**config.mk**
```make
export PLATFORM = sky130hd
export DESIGN_NAME = fetch_pc_unit_flat
export DESIGN_NICKNAME = d
export VERILOG_FILES = /design/src/rtl/fetch_pc_unit_if.sv /design/src/rtl/fetch_pc_unit.sv /design/src/flat_wrapper.sv
export SDC_FILE = /design/constraint.sdc
export NUM_CORES = 1
export LEC_CHECK = 0
export ABC_AREA = 1
export CORE_MARGIN = 2
export CORE_UTILIZATION = 49
export CTS_CLUSTER_SIZE = 30
export DETAILED_ROUTE_END_ITERATION = 16
export PLACE_DENSITY_LB_ADDON = 0.1
export SYNTH_ARGS = -nofsm -noshare
export SYNTH_HDL_FRONTEND = slang
export SYNTH_SLANG_ARGS = --single-unit
```
**constraint.sdc**
```tcl
create_clock -name clk -period 3.55 [get_ports clk]
set_input_delay 0.71 -clock clk [delete_from_list [all_inputs] [get_ports clk]]
set_output_delay 0.71 -clock clk [all_outputs]
set_load 0.1 [all_outputs]
```
**src/rtl/fetch_pc_unit_if.sv**
```systemverilog
// Fetch-stage bundle: hazard/branch inputs toward the PC unit and the PC/IF-ID state it reports back.
// The master side belongs to the pipeline control, the slave side to fetch_pc_unit.
interface fetch_pc_unit_if;
   logic        stall;
   logic        BrTaken;
   logic [31:0] pc_br;
   logic [31:0] pc_out;
   logic [31:0] pc_id;
   logic        id_valid;
   logic        flush_if;
   logic [15:0] br_count;

   modport master (
      output stall, BrTaken, pc_br,
      input  pc_out, pc_id, id_valid, flush_if, br_count
   );

   modport slave (
      input  stall, BrTaken, pc_br,
      output pc_out, pc_id, id_valid, flush_if, br_count
   );
endinterface

```
**src/rtl/fetch_pc_unit.sv**
```systemverilog
// Program counter, IF/ID PC register and taken-branch counter for a 5-stage fetch.
// Optional macro DELAY_SLOT_EN: the branch shadow instruction executes instead of being squashed.
module fetch_pc_unit (
   input logic             clk,
   input logic             reset,
   fetch_pc_unit_if.slave  bus
);
   localparam logic [31:0] PC_INIT = 32'h0000_0000;

   function automatic logic [15:0] sat_inc16(input logic [15:0] value);
      if (value == 16'hFFFF) begin
         return value;
      end else begin
         return value + 16'd1;
      end
   endfunction

   logic [31:0] pc_r;
   logic [31:0] pc_id_r;
   logic        id_valid_r;
   logic [15:0] br_count_r;
   logic        advance_s;
   logic        redirect_s;
   logic [31:0] pc_next_s;
   logic [15:0] br_count_next_s;
   logic        id_valid_next_s;
   logic        flush_s;
   logic        unused_pc_br_s;

   // Targets are word aligned; the low bits of pc_br carry no information.
   assign unused_pc_br_s = ^bus.pc_br[1:0];

   // Next-PC selection and branch counting; a stall masks BrTaken entirely.
   always_comb begin
      advance_s       = ~bus.stall;
      redirect_s      = advance_s & bus.BrTaken;
      pc_next_s       = pc_r + 32'd4;
      br_count_next_s = br_count_r;
      if (redirect_s) begin
         pc_next_s       = {bus.pc_br[31:2], 2'b00};
         br_count_next_s = sat_inc16(br_count_r);
      end else begin
         pc_next_s       = pc_r + 32'd4;
         br_count_next_s = br_count_r;
      end
   end

`ifdef DELAY_SLOT_EN
   // Shadow slot executes: nothing fetched is ever squashed.
   always_comb begin
      flush_s         = 1'b0;
      id_valid_next_s = 1'b1;
   end
`else
   // Shadow slot is squashed: it enters IF/ID as a bubble on the redirect edge.
   always_comb begin
      flush_s         = redirect_s & ~reset;
      id_valid_next_s = ~redirect_s;
   end
`endif

   // PC and IF/ID state; every register freezes while stalled.
   always_ff @(posedge clk or posedge reset) begin
      if (reset) begin
         pc_r       <= PC_INIT;
         pc_id_r    <= 32'h0000_0000;
         id_valid_r <= 1'b0;
         br_count_r <= 16'h0000;
      end else if (advance_s) begin
         pc_r       <= pc_next_s;
         pc_id_r    <= pc_r;
         id_valid_r <= id_valid_next_s;
         br_count_r <= br_count_next_s;
      end
   end

   assign bus.pc_out   = pc_r;
   assign bus.pc_id    = pc_id_r;
   assign bus.id_valid = id_valid_r;
   assign bus.br_count = br_count_r;
   assign bus.flush_if = flush_s;
endmodule

```
**src/flat_wrapper.sv**
```systemverilog
// flat-port wrapper written by rule: the top's interface ports become plain ports
module fetch_pc_unit_flat 
  (clk, reset, bus_stall, bus_BrTaken, bus_pc_br, bus_pc_out, bus_pc_id, bus_id_valid, bus_flush_if, bus_br_count);
  fetch_pc_unit_if bus_i ();
  input logic clk;
  input logic reset;
  input wire logic [$bits(bus_i.stall)-1:0] bus_stall;
  input wire logic [$bits(bus_i.BrTaken)-1:0] bus_BrTaken;
  input wire logic [$bits(bus_i.pc_br)-1:0] bus_pc_br;
  output wire logic [$bits(bus_i.pc_out)-1:0] bus_pc_out;
  output wire logic [$bits(bus_i.pc_id)-1:0] bus_pc_id;
  output wire logic [$bits(bus_i.id_valid)-1:0] bus_id_valid;
  output wire logic [$bits(bus_i.flush_if)-1:0] bus_flush_if;
  output wire logic [$bits(bus_i.br_count)-1:0] bus_br_count;
  assign bus_i.stall = bus_stall;
  assign bus_i.BrTaken = bus_BrTaken;
  assign bus_i.pc_br = bus_pc_br;
  assign bus_pc_out = bus_i.pc_out;
  assign bus_pc_id = bus_i.pc_id;
  assign bus_id_valid = bus_i.id_valid;
  assign bus_flush_if = bus_i.flush_if;
  assign bus_br_count = bus_i.br_count;
  fetch_pc_unit u_core (.clk(clk), .reset(reset), .bus(bus_i));
endmodule
```
==> results.ini <==
[outcome]
status = complete, no violations

[place]
globalplace.congestion = 0.9520
place.detailed.hpwl_um = 8772
numPortBuffers = 111
dp.cells = 848

[global_routing]
grt_start_max_net_pins = 78
grt.overflow.total = 0
grt_util_overall = 0.2505
grt_first_pass_wirelength_um = 19620
antenna_found_initial = 0
first_global_vias = 4088

[critical_path]
path_delay_family = buffers and inverters
critical-path-slowest-cell = sky130_fd_sc_hd__clkdlybuf4s50_1
cp.required_ns = 2.84
critPathMaxStageDelay_ns = 1.18
critical_path.n_buffers_inverters = 1
cp_cell_sequence = clkdlybuf4s50_1
critical_path.startpoint_type = flop
worst-endpoint-arrival_ns = 2.02
cp_max_fo = 4
timing.critical_path.to_type = primary output
critical_path_class = flop to primary output

[routing]
vias_after_detailed_routing = 4501
routedWlPerCell_um = 14.05
post_drt_antenna_nets = 0
route.detailed.vias_per_inst = 5.209
dr.first_iter.drc_count = 225
remaining_drc_errors = 0
dr.pass1.iters = 5
sum_of_routed_wire_length_over_all_layers_um = 12140

[finish]
most_frequent_cells_in_the_layout = 240 x sky130_fd_sc_hd__nand2_1, 95 x sky130_fd_sc_hd__clkdlybuf4s50_1, 93 x sky130_fd_sc_hd__nor2_1
nets = 789
final-seq-area_mm2 = 0.001927
area_used_by_multi_input_combinational_logic_mm2 = 0.002100
num-fill-cells = 799
n_antenna_cell = 0
final_common_cell = sky130_fd_sc_hd__nand2_1
utilization = 0.6607
areaGrowthSynthToFinish_pct = 31.31
final-instance-count-excl-fill = 864
drive_gt1_frac = 0.06217

[floorplan]
die_area_mm2 = 0.009728
core_region_area_mm2 = 0.008721
fp.dieH_um = 98.63
design.portCount = 118
rows = 34
initial_core_util = 0.5032
die_width_um = 98.63

[logic_synthesis]
synth_enable_flop_cells = 0
ys_seq_elements = 77
sequential_cell_area_fraction_in_the_yosys_report = 0.4391
synthesis.area_per_instance_um2 = 6.814
synth_warnings = 0
yosysTopAreaCell = sky130_fd_sc_hd__dfrtp_1
synth_area_leaders = sky130_fd_sc_hd__dfrtp_1 44%, sky130_fd_sc_hd__nand2_1 21%, sky130_fd_sc_hd__nor2_1 8.0%
ys.flop_type = sky130_fd_sc_hd__dfrtp_1
yosysTopAreaCellShare = 0.4391
synthesis.area_mm2 = 0.004388
synthArstFlopShare = 1.000
yosys.cell_types.count = 30
syn_inst_count = 644

[sta]
layout_min_cycle_time_ns = 2.731
rsz0062_at_grt = false
fmax_mhz = 366.2
timing.final.max_slew_violations = 0
clock_skew_after_layout_ns = 0.01451
finalCritPeriodShare = 0.7692
setup-violations-final = 0
setup-tns-final_ns = 0
tightest_slew_ns = 1.015
timing.slew.headroom = 0.3213
hold_violations = 0

[clock_network]
tritoncts = yes
cts-htree-levels = 3
postCtsSetupBuffers = 0
cts_inserted_buffers = 9
post_cts_resize_count = 0
cts_hold_repair.buffers = 0
cts.path.max_buffers = 2
path_clk_slew_ns = 0.08
clkLatencyLatePin_ns = 0.36
clock_sinks = 77
clockRootBuffer = sky130_fd_sc_hd__clkbuf_8

[power_and_ir_drop]
power_per_cell_area_mw_per_mm2 = 584.9
design_power_total_w = 0.003370
power_leakage_nw = 2.671
ir_worst_vdd_mv = 0.3260

[flow_run]
timing.max_cap.violations = 0

[worst_hold_path]
min_path_type = flop to flop

-- flip-flops by register name, summed over array words and instances, names as in the netlist --
| signal | count |
|---|---|
| u_core.bus.id_valid | 1 |
| u_core.bus.pc_id | 30 |
| u_core.bus.pc_out | 30 |
| u_core.bus.br_count | 16 |
-- kinds of logic (layout without fill, tap and decap cells) --
| group | Yosys count | count (layout) | synth area share |
|---|---|---|---|
| xor+xnor | 13 | 13 | 0.02595 |
| simple gates | 390 | 390 | 0.3561 |
| fa+ha+maj | 2 | 2 | 0.005702 |
| buf+inv | 90 | 199 | 0.08497 |
| compound gates | 71 | 71 | 0.08726 |
| flops | 77 | 77 | 0.4391 |
| other cells | 1 | 4 | 0.0008546 |
-- synthesized netlist by cell type, types with 3 or more instances --
library cell,instances
sky130_fd_sc_hd__nand2_1,240
sky130_fd_sc_hd__nor2_1,93
sky130_fd_sc_hd__dfrtp_1,77
sky130_fd_sc_hd__inv_1,63
sky130_fd_sc_hd__o21ai_0,48
sky130_fd_sc_hd__nand3_1,40
sky130_fd_sc_hd__clkbuf_1,14
sky130_fd_sc_hd__a21oi_1,12
sky130_fd_sc_hd__xor2_1,10
sky130_fd_sc_hd__o211ai_1,8
sky130_fd_sc_hd__nor3_1,6
sky130_fd_sc_hd__buf_4,4
sky130_fd_sc_hd__nand4_1,4
sky130_fd_sc_hd__buf_1,3
sky130_fd_sc_hd__xnor2_1,3
-- path summary, 6_finish.rpt --
check | cells past startpoint | to | slack [ns] | startpoint
setup / recovery | 1 | bus_pc_out[15] | 0.82 | u_core.bus.pc_out[15]
hold / removal | 2 | u_core.bus.pc_id[22] | 0.49 | u_core.bus.pc_id[22]
setup reg to reg | 8 | u_core.bus.pc_out[14] | 1.52 | u_core.bus.pc_out[2]
hold reg to reg | 2 | u_core.bus.pc_id[22] | 0.49 | u_core.bus.pc_id[22]
max in group asynchronous | 3 | u_core.bus.pc_out[20] | 2.43 | reset
min in group asynchronous | 3 | u_core.bus.pc_id[7] | 0.78 | reset
-- area by class of cell --
type	count	share of cell area
multi-input combinational	480	0.3644
sequential	77	0.3344
timing repair buffer	118	0.1989
inverter	65	0.04278
clock buffer	10	0.02389
tap	108	0.02345
clock inverter	6	0.01216
-- metrics by stage --
stage | hold WS, ns | area (um^2) | worst slack [ns]
floorplan | 0.8477 | 4399 | 0.1968
global placement | 0.4657 | 5554 | 0.9074
detailed placement | 0.4735 | 5554 | 0.8828
CTS | 0.4937 | 5762 | 0.8350
global route | 0.5100 | 5762 | 0.7990
finish | 0.4863 | 5762 | 0.8194
-- metal layers --
layer  track usage  vias up  part of all wire
met5             0        -                 0
met4        0.1096        0             0.024
met3       0.03901       23             0.063
met2        0.3773      175              0.45
met1        0.3600     2085              0.46
li1              -     2218                 -
-- report_power, final --
part	total (W)	internal, W	switching [W]
Sequential	0.00113	0.000995	0.000137
Clock	0.000701	0.000347	0.000353
Combinational	0.00154	0.000335	0.00120
Total	0.00337	0.00168	0.00169
No activity file was read; power rests on OpenSTA's default activity.
